### config.mk
export PLATFORM = sky130hd
export DESIGN_NAME = up_down_counter_mux7seg
export DESIGN_NICKNAME = d
export VERILOG_FILES = /design/src/rtl/up_down_counter_mux7seg.sv
export SDC_FILE = /design/constraint.sdc
export NUM_CORES = 1
export LEC_CHECK = 0
export ABC_CLOCK_PERIOD_IN_PS = 6400
export CORE_MARGIN = 2
export CORE_UTILIZATION = 35
export DETAILED_ROUTE_END_ITERATION = 8
export PLACE_DENSITY_LB_ADDON = 0.08
export SETUP_SLACK_MARGIN = 0.05
export SLEW_MARGIN = 20
export SYNTH_ARGS = -nofsm -noshare
export SYNTH_HDL_FRONTEND = slang
export SYNTH_SLANG_ARGS = --single-unit
### constraint.sdc
create_clock -name clk -period 6.4 [get_ports clk]
set_input_delay 1.28 -clock clk [delete_from_list [all_inputs] [get_ports clk]]
set_output_delay 1.28 -clock clk [all_outputs]
set_load 0.005 [all_outputs]
### src/rtl/up_down_counter_mux7seg.sv
// up_down_counter_mux7seg
//
// Multi-digit up/down counter with a built-in multiplexed 7-segment driver.
// The count advances once every STEP_DIV enabled clocks. It counts either in
// hex or digit-wise BCD and can be parallel-loaded. A free-running refresh
// counter scans the digits onto a shared, active-low segment bus.
//
// Ports
//   clk      system clock, all state on the rising edge
//   reset    asynchronous reset, active low
//   en       count enable; low freezes both the count and the step prescaler
//   upDown   1 = count up, 0 = count down (sampled only on a step tick)
//   load     synchronous load strobe; has priority over stepping; ignores en
//   loadVal  load value, digit i in bits [4i+3:4i]
//   count    registered count
//   carry    one-cycle pulse after a wrap (up) or a borrow (down)
//   seg      active-low segments {dp, g..a}; dp is always off
//   anode    active-low digit select, one-hot-low
module up_down_counter_mux7seg #(
    parameter int DIGITS      = 4,
    parameter int BCD         = 0,
    parameter int STEP_DIV    = 50_000_000,
    parameter int REFRESH_DIV = 100_000
) (
    input  logic                  clk,
    input  logic                  reset,
    input  logic                  en,
    input  logic                  upDown,
    input  logic                  load,
    input  logic [4*DIGITS-1:0]   loadVal,
    output logic [4*DIGITS-1:0]   count,
    output logic                  carry,
    output logic [7:0]            seg,
    output logic [DIGITS-1:0]     anode
);

    localparam int CW     = 4 * DIGITS;
    localparam int STEP_W = (STEP_DIV > 1) ? $clog2(STEP_DIV) : 1;
    localparam int REF_W  = (REFRESH_DIV > 1) ? $clog2(REFRESH_DIV) : 1;
    localparam int IDX_W  = (DIGITS > 1) ? $clog2(DIGITS) : 1;

    localparam logic [STEP_W-1:0] STEP_LAST = STEP_W'(STEP_DIV - 1);
    localparam logic [STEP_W-1:0] STEP_ONE  = STEP_W'(1);
    localparam logic [REF_W-1:0]  REF_LAST  = REF_W'(REFRESH_DIV - 1);
    localparam logic [REF_W-1:0]  REF_ONE   = REF_W'(1);
    localparam logic [IDX_W-1:0]  IDX_LAST  = IDX_W'(DIGITS - 1);
    localparam logic [IDX_W-1:0]  IDX_ONE   = IDX_W'(1);
    localparam logic [CW-1:0]     CNT_ONE   = CW'(1);

    logic [STEP_W-1:0] step_cnt;
    logic [REF_W-1:0]  ref_cnt;
    logic [IDX_W-1:0]  scan_idx;
    logic              step_tick;

    logic [CW-1:0]     hex_next;
    logic              hex_wrap;
    logic [CW-1:0]     bcd_next;
    logic              bcd_ripple;
    logic [CW-1:0]     step_next;
    logic              step_wrap;
    logic [CW-1:0]     load_digits;

    logic [3:0]        cur_digit;
    logic [DIGITS-1:0] anode_next;

    // Active-low hex font, dp bit (bit 7) kept high.
    function automatic logic [7:0] font(input logic [3:0] d);
        logic [7:0] s;
        case (d)
            4'h0:    s = 8'hC0;
            4'h1:    s = 8'hF9;
            4'h2:    s = 8'hA4;
            4'h3:    s = 8'hB0;
            4'h4:    s = 8'h99;
            4'h5:    s = 8'h92;
            4'h6:    s = 8'h82;
            4'h7:    s = 8'hF8;
            4'h8:    s = 8'h80;
            4'h9:    s = 8'h90;
            4'hA:    s = 8'h88;
            4'hB:    s = 8'h83;
            4'hC:    s = 8'hC6;
            4'hD:    s = 8'hA1;
            4'hE:    s = 8'h86;
            default: s = 8'h8E;
        endcase
        return s;
    endfunction

    assign step_tick = en && (step_cnt == STEP_LAST);

    // Plain binary step; the wrap flag marks all-ones going up or zero going down.
    always_comb begin
        hex_next = upDown ? (count + CNT_ONE) : (count - CNT_ONE);
        hex_wrap = upDown ? (&count) : ~(|count);
    end

    // BCD step: the ripple flag travels up through the digits while each digit
    // rolls over (9->0 going up, 0->9 going down). If it survives past the top
    // digit, the whole count wrapped.
    always_comb begin
        bcd_next   = count;
        bcd_ripple = 1'b1;
        for (int i = 0; i < DIGITS; i++) begin
            if (bcd_ripple) begin
                if (upDown) begin
                    if (count[4*i +: 4] >= 4'd9) begin
                        bcd_next[4*i +: 4] = 4'd0;
                    end else begin
                        bcd_next[4*i +: 4] = count[4*i +: 4] + 4'd1;
                        bcd_ripple         = 1'b0;
                    end
                end else begin
                    if (count[4*i +: 4] == 4'd0) begin
                        bcd_next[4*i +: 4] = 4'd9;
                    end else begin
                        bcd_next[4*i +: 4] = count[4*i +: 4] - 4'd1;
                        bcd_ripple         = 1'b0;
                    end
                end
            end
        end
    end

    // In BCD mode out-of-range load digits saturate to 9, so the count never
    // holds an illegal decimal digit.
    always_comb begin
        load_digits = loadVal;
        if (BCD != 0) begin
            for (int i = 0; i < DIGITS; i++) begin
                if (loadVal[4*i +: 4] > 4'd9) begin
                    load_digits[4*i +: 4] = 4'd9;
                end
            end
        end
    end

    always_comb begin
        if (BCD != 0) begin
            step_next = bcd_next;
            step_wrap = bcd_ripple;
        end else begin
            step_next = hex_next;
            step_wrap = hex_wrap;
        end
    end

    // Count path: load > step tick > hold. carry defaults low every cycle, so
    // it can only be high for the single cycle after a wrapping tick.
    always_ff @(posedge clk or negedge reset) begin
        if (!reset) begin
            step_cnt <= '0;
            count    <= '0;
            carry    <= 1'b0;
        end else if (load) begin
            step_cnt <= '0;
            count    <= load_digits;
            carry    <= 1'b0;
        end else begin
            carry <= 1'b0;
            if (en) begin
                step_cnt <= (step_cnt == STEP_LAST) ? '0 : step_cnt + STEP_ONE;
            end
            if (step_tick) begin
                count <= step_next;
                carry <= step_wrap;
            end
        end
    end

    // Scan timing runs freely, unaffected by en and load.
    always_ff @(posedge clk or negedge reset) begin
        if (!reset) begin
            ref_cnt  <= '0;
            scan_idx <= '0;
        end else if (ref_cnt == REF_LAST) begin
            ref_cnt  <= '0;
            scan_idx <= (scan_idx == IDX_LAST) ? '0 : scan_idx + IDX_ONE;
        end else begin
            ref_cnt <= ref_cnt + REF_ONE;
        end
    end

    // Digit select as an explicit mux, so the index never reaches past the
    // count when DIGITS is not a power of two.
    always_comb begin
        cur_digit  = 4'd0;
        anode_next = '1;
        for (int i = 0; i < DIGITS; i++) begin
            if (scan_idx == IDX_W'(i)) begin
                cur_digit     = count[4*i +: 4];
                anode_next[i] = 1'b0;
            end
        end
    end

    // seg and anode are registered together, so they change on the same edge.
    always_ff @(posedge clk or negedge reset) begin
        if (!reset) begin
            seg   <= 8'hFF;
            anode <= '1;
        end else begin
            seg   <= font(cur_digit);
            anode <= anode_next;
        end
    end

endmodule

; Word-level counts from Yosys, hierarchy flattened
; Memories as Yosys holds them, arrays and structs flattened. A register that Yosys moved wholly into a read port is not among the register bits.
; Index checks and enable logic that the tools add are counted.
; Widths: inputs -> output; s select.
[op_classes]
addsub = 5
n_eq_ne = 5
mux = 19
bitwise_logic = 1
reduce_logical = 7
[ops]
columns = op, n
row1 = $mux 26, 3
row2 = $mux 16, 3
row3 = $add 26x1->26 const B, 1
row4 = $eq 26x26->1 const B, 1
row5 = $add 17x1->17 const B, 1
row6 = $eq 17x17->1 const B, 1
row7 = $mux 17, 1
row8 = $add 16x1->16 const B, 1
row9 = $mux 4, 4
row10 = $reduce_and 16->1, 1
row11 = $reduce_or 16->1, 1
row12 = $sub 16x1->16 const B, 1
row13 = $mux 1, 7
row14 = $eq 2x2->1 const B, 2
row15 = $reduce_bool 2->1, 2
row16 = $add 2x1->2 const B, 1
row17 = $eq 2x1->1 const B, 1
row18 = $logic_not 2->1, 1
row19 = $mux 2, 1
row20 = $logic_and 1x1->1, 1
row21 = $logic_not 1->1, 1
row22 = $not 1->1, 1
[totals]
reg_bits = 74
romBits = 112
input_bits = 21
memories = 1
[mem_list]
columns = name, words, width, read_ports, rd_ports_with_merged_regs, write_ports, line
row1 = (no name shown), 16, 7, 1, 1, 0, 69  ; case (d)

; Depth between registers and ports, before layout
; Gate-level depths: netlist of the first run.
[depth]
word_depth = 5
ltp_mapped = 13

; Worst setup path before layout of the first run
; Ideal clock, no wire load.
[synth_timing]
path_kind = input-to-reg
from = input port upDown
to = register count[15]
setup_ns = 0.129
arrival_ns = 3.131
required_ns = 6.271
path_slack_ns = 3.140
stages = 9
path_buffers = 0
cell_sequence = inv_1 > ha_1 > a21o_1 > o21bai_1 > o221a_2 > nor3_1 > a21o_1 > o21bai_1 > nand3_1
[synth_between]
elab_chain_cells = 3
[synth_lines]
columns = item, line
row1 = start: declaration, 28  ; input logic upDown,
row2 = $mux 16, 94  ; hex_next = upDown ? (count + CNT_ONE) : (count - CNT_ONE);
row3 = $mux 16, 164  ; if (step_tick) begin
row4 = $mux 16, 155  ; end else if (load) begin
row5 = end signal: assignment, 157  ; count <= load_digits;
row6 = end signal: assignment, 165  ; count <= step_next;
row7 = end: declaration, 31  ; output logic [4*DIGITS-1:0] count,
; No other way between the ends. The select of a mux whose other input is x is not followed.
; A chain may end at the register's enable or synchronous reset.

; Worst setup path after layout of the first run
[layout_timing]
from = input port upDown
to = register count[13]
; The elaborated chain is that of the path after synthesis.

==> impl_metrics.env, run 1 <==
export IMPL_synth_area_leaders="dfrtp_1 (35%), ha_1 (7.3%), dfstp_2 (6.5%)"
export IMPL_start_util_pct=35.70
export IMPL_critPathMaxFanout=16
export IMPL_grt_use_total_pct=17.34
export IMPL_synth_top_area_share_pct=34.72
export IMPL_grt_max_degree=74
export IMPL_die_w_um=117.0
export IMPL_cp_end_kind="flip-flop"
export IMPL_ys_warn_count=0
export IMPL_slew_headroom_pct=32.65
export IMPL_syn_nets=541
export IMPL_synth_simple_area_share_pct=22.18
export IMPL_synthFlopType="dfrtp_1"
export IMPL_grt_ovfl_total=0
export IMPL_layout_drive_gt1_share_pct=6.877
export IMPL_antenna_found_initial=0
export IMPL_grt_pass1_vias=3712
export IMPL_synth_top_family_by_area="simple AND/OR/NAND/NOR gates"
export IMPL_gp_congestion=0.8115
export IMPL_drc=0
export IMPL_rsz0062_at_grt="false"
export IMPL_synth_mux_area_share_pct=1.848
export IMPL_ant_nets=0
export IMPL_clkLatencyLatePin_ns=0.35
export IMPL_fmax_ghz=0.2579
export IMPL_maxSlewViolCount=0
export IMPL_area_growth_pct=20.83
export IMPL_synth_edf_count=0
export IMPL_clockBufferDepth=2
export IMPL_min_path_type="reg -> reg"
export IMPL_io_pin_count=50
export IMPL_first_pass_iters=4
export IMPL_ctsHoldBuffers=0
export IMPL_worstMarginPinSlew_ns=1.010
export IMPL_coreArea_mm2=0.01252
export IMPL_layout_commonest_cell="dfrtp_1"
export IMPL_cp_start_kind="input pin"
export IMPL_die_h_um=117.0
export IMPL_setup_tns_final_ns=0
export IMPL_cp_arrival_ns=4.07
export IMPL_skew_ns=0.005718
export IMPL_cts_root_buf="clkbuf_16"
export IMPL_via_per_inst=5.215
export IMPL_cts_tree="done"
export IMPL_synth_xor_area_share_pct=8.037
export IMPL_synth_yosys_seq_area_share_pct=41.19
export IMPL_numCtsBuffers=9
export IMPL_avgSynthCellArea_um2=9.063
export IMPL_routedWlPerCell_um=15.29
export IMPL_h_tree_depth=3
export IMPL_cts_resized=0
export IMPL_grt_pass1_wl_um=18460
export IMPL_dp_hpwl_um=7465
export IMPL_synth_area_mm2=0.004468
export IMPL_yosysTopAreaCell="dfrtp_1"
export IMPL_cts_setup_buffers=0
export IMPL_leakage_uw=0.002300
export IMPL_final_cell_mix="dfrtp_1 (62), nor2_1 (52), clkdlybuf4s50_1 (46)"
export IMPL_die_area_mm2=0.01369
export IMPL_path_clk_slew_ns=0.06
export IMPL_row_count=41
export IMPL_synth_ff_latch_count=73
export IMPL_syn_inst=493
export IMPL_synth_fa_ha_area_share_pct=7.729
export IMPL_drtIter0Drc=158
export IMPL_whs_ns=0.4911
export IMPL_cts_sinks=73
export IMPL_io_buffers=48
export IMPL_synth_compound_area_share_pct=15.29
export IMPL_worstPathRequired_ns=6.59
export IMPL_power_density_mw_per_mm2=237.8
export IMPL_cap_viol_max_count=0
export IMPL_period_needed_ns=3.877
export IMPL_num_nets_final=581
export IMPL_antenna_cells=0
export IMPL_ir_drop_v=0.0001055
export IMPL_vias=3703
export IMPL_async_reset_ff_share_pct=100.0
export IMPL_outcome="finished clean"
export IMPL_setup_viol_count_final=0
export IMPL_hold_viol=0
export IMPL_detail_route_wirelength_um=10860
export IMPL_ys_types=57
export IMPL_fin_crit_sh_pct=60.58
export IMPL_path_class="in -> reg"
-- cell families (layout without fill, tap and decap cells) --
kind of cell,Yosys count,in the layout
AOI/OAI and AO/OA,110,110
xor gates and xnor gates,41,41
adders and majority gates,27,27
buffers and inverters,35,80
DFF,73,73
muxes,8,8
other,1,1
and+or+nand+nor,198,198
-- flip-flops by register name, indices dropped and copies added (netlist names) --
name	cells
step_cnt	26
seg	7
carry	1
scan_idx	2
ref_cnt	17
anode	4
count	16
-- synthesized netlist by cell type, drive strengths merged (5+ instances only) --
cell	number
a21o	11
a21oi	37
and3	10
buf	7
clkbuf	12
dfrtp	62
dfstp	11
ha	26
inv	16
mux2i	6
nand2	43
nand3	20
nand3b	5
nand4	16
nor2	52
nor2b	11
nor3	9
nor4	13
o21ai	29
or3	5
xnor2	19
xor2	22
-- critical path: stages --
cell	delay [ns]
clkdlybuf4s50_1	0.53
inv_1	0.49
ha_1	0.38
a21o_1	0.20
o21bai_1	0.20
a31oi_1	0.30
o21ai_0	0.18
o221ai_1	0.24
xor2_1	0.18
o31ai_1	0.08
-- layer usage --
layer  vias up  GRT usage (%)  share of wire (%)
met4         0          8.392                2.6
met1      1772          22.83                 48
met5         -              0                  0
met3        17          2.575                2.9
met2        62          28.05                 46
li1       1852              -                  -
-- final timing paths --
check	cells after the start	startpoint	slack [ns]	to
max	10	upDown	2.52	count[13]
min	1	ref_cnt[4]	0.49	ref_cnt[4]
max reg2reg	6	step_cnt[9]	3.32	step_cnt[10]
min reg2reg	1	ref_cnt[4]	0.49	ref_cnt[4]
max in group asynchronous	1	reset	4.68	carry
min in group asynchronous	1	reset	1.05	step_cnt[25]
-- per-stage QoR --
| stage | instances | power, µW | setup WS [ns] | util, % | cell area, µm² |
|---|---|---|---|---|---|
| after floorplan | 493 | 638.6 | 3.140 | - | 4468 |
| after global placement | 694 | 726.7 | 2.245 | 40.37 | 5054 |
| after detailed placement | 694 | 728.8 | 2.195 | 40.37 | 5054 |
| after CTS | 710 | 1304 | 2.554 | 43.13 | 5399 |
| after global routing | 710 | 1354 | 2.304 | 43.13 | 5399 |
| final | 710 | 1284 | 2.523 | 43.13 | 5399 |
-- layout make-up --
type | count | area, µm²
Multi-Input combinational cell | 385 | 2465
Inverter | 16 | 60.06
Clock inverter | 3 | 20.02
Tap cell | 172 | 215.2
Clock buffer | 13 | 325.3
Fill cell | 1271 | 7118
Timing Repair Buffer | 48 | 473.0
Sequential cell | 73 | 1841
-- where the power goes --
group | switching (µW) | internal (µW) | total [µW]
Clock | 205 | 358 | 563
Combinational | 106 | 103 | 209
Sequential | 28.3 | 484 | 512
Total | 339 | 945 | 1280
No activity file was read; power rests on OpenSTA's default activity.
==> run 2: changes to the inputs <==
ABC_CLOCK_PERIOD_IN_PS = 3500   (was 6400)
clock period = 3.5 ns   (was 6.4 ns; I/O delays follow)
==> run 2 against run 1 <==
Against the previous run: first-iteration DRC count rose by 8.9%; flip-flop and latch count did not move; die area unchanged; largest power group is now registers; highest routed layer unchanged.
==> impl_metrics.env, run 2 (synthesis gave the netlist of run 1 again) <==
export IMPL_outcome="finished clean"
export IMPL_largest_register_ffs=26
export IMPL_grt_pass1_vias=3640
export IMPL_rsz0062_at_grt="false"
export IMPL_gp_congestion=0.8462
export IMPL_cap_viol_max_count=0
export IMPL_num_nets_final=589
export IMPL_placed_cell_area_mm2=0.005114
export IMPL_crit_path_start="upDown"
export IMPL_r2r_end="step_cnt[10]"
export IMPL_min_path_type="reg -> reg"
export IMPL_layout_drive_gt1_share_pct=8.242
export IMPL_clockBufferDepth=2
export IMPL_antenna_found_initial=0
export IMPL_maxSlewViolCount=0
export IMPL_die_w_um=117.0
export IMPL_vias=3743
export IMPL_setup_viol_count_final=0
export IMPL_fin_crit_sh_pct=81.39
export IMPL_numCtsBuffers=9
export IMPL_final_cell_mix="dfrtp_1 (62), nor2_1 (52), clkdlybuf4s50_1 (46)"
export IMPL_drtIter0Drc=172
export IMPL_critPathMostFrequentCell="o21bai_1"
export IMPL_reg_top3="step_cnt: 26 flops, ref_cnt: 17 flops, count: 16 flops"
export IMPL_die_area_mm2=0.01369
export IMPL_ir_drop_v=0.0001787
export IMPL_cts_sinks=73
export IMPL_antenna_cells=0
export IMPL_cts_setup_buffers=0
export IMPL_cp_slowest_cell="clkdlybuf4s50_1"
export IMPL_final_area_mm2=0.005401
export IMPL_fillers=1300
export IMPL_fmax_ghz=0.3511
export IMPL_worstMarginPinSlew_ns=0.9568
export IMPL_first_pass_iters=4
export IMPL_grt_ovfl_total=0
export IMPL_hold_viol=0
export IMPL_start_util_pct=35.70
export IMPL_cp_arrival_ns=3.07
export IMPL_io_pin_count=50
export IMPL_rrSetupSlack_ns=0.96
export IMPL_period_needed_ns=2.849
export IMPL_area_growth_pct=20.89
export IMPL_grt_pass1_wl_um=18230
export IMPL_h_tree_depth=3
export IMPL_cts_resized=0
export IMPL_dp_hpwl_um=7721
export IMPL_grt_use_total_pct=17.35
export IMPL_worstPathRequired_ns=3.72
export IMPL_routedWlPerCell_um=15.39
export IMPL_largest_register="step_cnt"
export IMPL_clkLatencyLatePin_ns=0.35
export IMPL_ctsHoldBuffers=0
export IMPL_layout_commonest_cell="dfrtp_1"
export IMPL_critPathMaxStageDelay_ns=0.49
export IMPL_cp_end_kind="flip-flop"
export IMPL_die_h_um=117.0
export IMPL_path_clk_slew_ns=0.06
export IMPL_rr_worst_depth=7
export IMPL_setup_tns_final_ns=0
export IMPL_r2r_start="step_cnt[20]"
export IMPL_io_buffers=48
export IMPL_ant_nets=0
export IMPL_via_per_inst=5.213
export IMPL_critPathMaxFanout=5
export IMPL_cp_cell_sequence="clkdlybuf4s50_1 -> inv_1 -> ha_1 -> a211oi_1 -> o21bai_1 -> o221a_2 -> nor3_1 -> a21o_1 -> o21bai_1 -> nand3_1"
export IMPL_crit_end="count[15]"
export IMPL_drc=0
export IMPL_detail_route_wirelength_um=11050
export IMPL_cts_root_buf="clkbuf_16"
export IMPL_skew_ns=0.005776
export IMPL_cp_start_kind="input pin"
export IMPL_grt_max_degree=74
export IMPL_leakage_uw=0.002313
export IMPL_cts_tree="done"
export IMPL_row_count=41
export IMPL_coreArea_mm2=0.01252
export IMPL_power_density_mw_per_mm2=414.7
export IMPL_path_class="in -> reg"
export IMPL_slew_headroom_pct=36.21
==> run 2: report_power, final <==
part | switching [µW] | total, µW | leakage [µW] | internal [µW]
logic | 198 | 393 | 0.00123 | 196
clock network | 389 | 912 | 0.000149 | 523
registers | 50.3 | 934 | 0.000935 | 884
total | 637 | 2240 | 0.00231 | 1600
==> run 2: cell type report <==
| cell class | instances | area (µm²) | share of cell area (%) |
|---|---|---|---|
| multi-input combinational | 385 | 2465 | 45.63 |
| sequential | 73 | 1841 | 34.07 |
| timing repair buffer | 56 | 533.0 | 9.868 |
| clock buffer | 10 | 250.2 | 4.633 |
| tap | 172 | 215.2 | 3.984 |
| inverter | 16 | 60.06 | 1.112 |
| clock inverter | 6 | 37.54 | 0.6949 |
==> run 2: critical path, delay by kind of cell <==
family                   cells  cell delay, ns
AO/OA/AOI/OAI                5            1.02
buffers and inverters        2            0.60
AND/OR/NAND/NOR              2            0.41
adder cells (fa/ha/maj)      1            0.34
==> run 2: through the flow <==
stage | power (µW) | utilization, % | cells | worst slack (ns) | hold WS, ns
final | 2240 | 43.15 | 718 | 0.6515 | 0.4816
after floorplan | 1168 | - | 493 | 0.8199 | 0.4044
after global routing | 2355 | 43.15 | 718 | 0.4663 | 0.5059
after global placement | 1337 | 40.85 | 702 | 0.3523 | 0.4717
after CTS | 2268 | 43.15 | 718 | 0.6528 | 0.4848
after detailed placement | 1343 | 40.85 | 702 | 0.3120 | 0.4768
==> run 2: worst min-delay path by stage <==
stage                       endpoint  startpoint  depth (start not counted)
after CTS                 ref_cnt[0]  ref_cnt[0]                          1
final                     ref_cnt[0]  ref_cnt[0]                          1
after global placement    ref_cnt[0]  ref_cnt[0]                          1
after detailed placement  ref_cnt[0]  ref_cnt[0]                          1
after global routing      ref_cnt[0]  ref_cnt[0]                          1
after floorplan                carry       reset                          0
==> run 2: per-layer routing <==
layer  track usage (%)  vias up  share of wire [%]
met2             27.44       64                 46
li1                  -     1864                  -
met1             22.65     1796                 47
met3             3.450       19                3.4
met4             8.863        0                2.9
met5                 0        -                  0
==> run 3: changes to the inputs <==
ABC_CLOCK_PERIOD_IN_PS = 2300   (was 3500)
clock period = 2.3 ns   (was 3.5 ns; I/O delays follow)
==> run 3 against run 2 <==
Against the previous run: largest power group is now clock; combinational power rose by 110%; first-iteration DRC count up 70%; sequential power is 50% higher; die area unchanged.
==> impl_metrics.env, run 3 (synthesis gave the netlist of run 1 again) <==
export IMPL_outcome="finished clean"
export IMPL_cp_arrival_ns=2.40
export IMPL_grt_use_total_pct=18.56
export IMPL_cts_tree="done"
export IMPL_io_pin_count=50
export IMPL_die_w_um=117.0
export IMPL_critPathMaxFanout=24
export IMPL_hold_viol=0
export IMPL_power_density_mw_per_mm2=589.5
export IMPL_rsz0062_at_grt="true"
export IMPL_final_cell_mix="buf_4 (78), dfrtp_1 (61), nor2_1 (52)"
export IMPL_pre_cts_slack_ns=-0.5497
export IMPL_detail_route_wirelength_um=11890
export IMPL_reg_top3="step_cnt: 26 flops, ref_cnt: 17 flops, count: 16 flops"
export IMPL_path_class="reg -> reg"
export IMPL_layout_drive_gt1_share_pct=23.75
export IMPL_dpl_cell_count=771
export IMPL_largest_register_ffs=26
export IMPL_grt_pass1_vias=3900
export IMPL_clkLatencyLatePin_ns=0.34
export IMPL_path_clk_slew_ns=0.06
export IMPL_skew_ns=0.005653
export IMPL_fin_ws_ns=0.1305
export IMPL_cp_slowest_cell="or4_4"
export IMPL_io_buffers=48
export IMPL_numCtsBuffers=9
export IMPL_die_h_um=117.0
export IMPL_coreArea_mm2=0.01252
export IMPL_first_pass_iters=6
export IMPL_fillers=1227
export IMPL_min_path_type="in -> reg"
export IMPL_critPathMaxStageDelay_ns=0.51
export IMPL_period_needed_ns=2.169
export IMPL_ir_drop_v=0.0003799
export IMPL_critPathMostFrequentCell="or4_4"
export IMPL_die_area_mm2=0.01369
export IMPL_setup_viol_count_final=0
export IMPL_cap_viol_max_count=0
export IMPL_worstPathRequired_ns=2.53
export IMPL_grt_ovfl_total=0
export IMPL_drc=0
export IMPL_maxSlewViolCount=0
export IMPL_largest_register="step_cnt"
export IMPL_vias=4008
export IMPL_layout_commonest_cell="buf_4"
export IMPL_start_util_pct=35.70
export IMPL_ant_nets=0
export IMPL_via_per_inst=5.067
export IMPL_slew_headroom_pct=58.84
export IMPL_antenna_cells=0
export IMPL_cp_cell_sequence="nand4_1 -> or4_4 -> or4_4 -> buf_12 -> nand2_1 -> o21ai_0 -> mux2_2"
export IMPL_cts_sinks=73
export IMPL_grt_pass1_wl_um=19570
export IMPL_gp_congestion=0.8628
export IMPL_h_tree_depth=3
export IMPL_row_count=41
export IMPL_final_cells=791
export IMPL_p_total_uw=3663
export IMPL_fin_crit_sh_pct=94.32
export IMPL_dp_hpwl_um=8585
export IMPL_drtIter0Drc=292
export IMPL_cts_root_buf="clkbuf_16"
export IMPL_antenna_found_initial=0
export IMPL_fmax_ghz=0.4609
export IMPL_num_nets_final=662
export IMPL_routedWlPerCell_um=15.03
export IMPL_cp_start_kind="flip-flop"
export IMPL_grt_max_degree=56
export IMPL_area_growth_pct=39.06
export IMPL_clockBufferDepth=2
export IMPL_worstMarginPinSlew_ns=0.6118
export IMPL_leakage_uw=0.002729
export IMPL_cp_end_kind="flip-flop"
[run 3: changes by cell type in the layout (fill, tap and decap cells not counted), sizes merged]
cell           delta
buf              +72
bufinv            +1
clkbuf            +5
clkdlybuf4s50     -1
clkinv            -2
clkinvlp          +1
dlygate4sd3       +1
inv               -4
[run 3: critical path, delay by kind of cell (launching register included)]
| family | cells | cell delay (ns) |
|---|---|---|
| AND/OR/NAND/NOR | 4 | 1.19 |
| flip-flops | 1 | 0.36 |
| multiplexers | 1 | 0.26 |
| buffers and inverters | 1 | 0.19 |
| AO/OA/AOI/OAI | 1 | 0.07 |
[run 3: worst paths after layout]
path / start / to / slack [ns] / depth (start not counted)
worst max-delay path: step_cnt[21] / count[4] / 0.13 / 7
worst min-delay path: load / step_cnt[15] / 0.39 / 2
worst max register to register: step_cnt[21] / count[4] / 0.13 / 7
worst min register to register: ref_cnt[0] / ref_cnt[0] / 0.48 / 1
max in group asynchronous: reset / anode[2] / 1.13 / 3
min in group asynchronous: reset / step_cnt[20] / 0.54 / 2
[run 3: layer usage]
layer  up-vias  GRT usage [%]  part of all wire, %
li1       2006              -                    -
met1      1901          24.48                   47
met2        87          30.21                   47
met3        14          4.480                  4.3
met4         0          5.882                  2.1
met5         -              0                    0
[run 3: metrics by stage]
| step | setup TNS [ns] | utilization (%) | area (µm²) | hold slack (ns) |
|---|---|---|---|---|
| floorplan | -0.02715 | - | 4551 | 0.1644 |
| global placement | -5.924 | 45.95 | 5752 | 0.3566 |
| detailed placement | -6.121 | 45.95 | 5752 | 0.3571 |
| CTS | 0 | 48.71 | 6097 | 0.3818 |
| global route | 0 | 49.64 | 6213 | 0.3847 |
| finish | 0 | 49.64 | 6213 | 0.3923 |
[run 3: repair_timing]
| item | 4_1_cts | 5_1_grt |
|---|---|---|
| resized for setup | 7 | 26 |
| setup endpoints to repair | 29 | 19 |
| pin swaps | 1 | 10 |
| buffers inserted | 0 | 3 |
| endpoints found under the hold margin | 18 | 0 |
| hold buffers | 1 | 0 |
[run 3: cell type report]
type	count	area (µm²)	share of cell area, %
timing repair buffer	129	1116	17.96
sequential	73	1842	29.64
inverter	16	63.81	1.027
tap	172	215.2	3.464
multi-input combinational	385	2668	42.93
clock buffer	14	274.0	4.410
clock inverter	2	35.03	0.5638
[run 3: power by group]
| group | switching, µW | total (µW) | internal, µW |
|---|---|---|---|
| clock | 525 | 1450 | 928 |
| sequential | 57.8 | 1400 | 1350 |
| combinational | 374 | 806 | 432 |
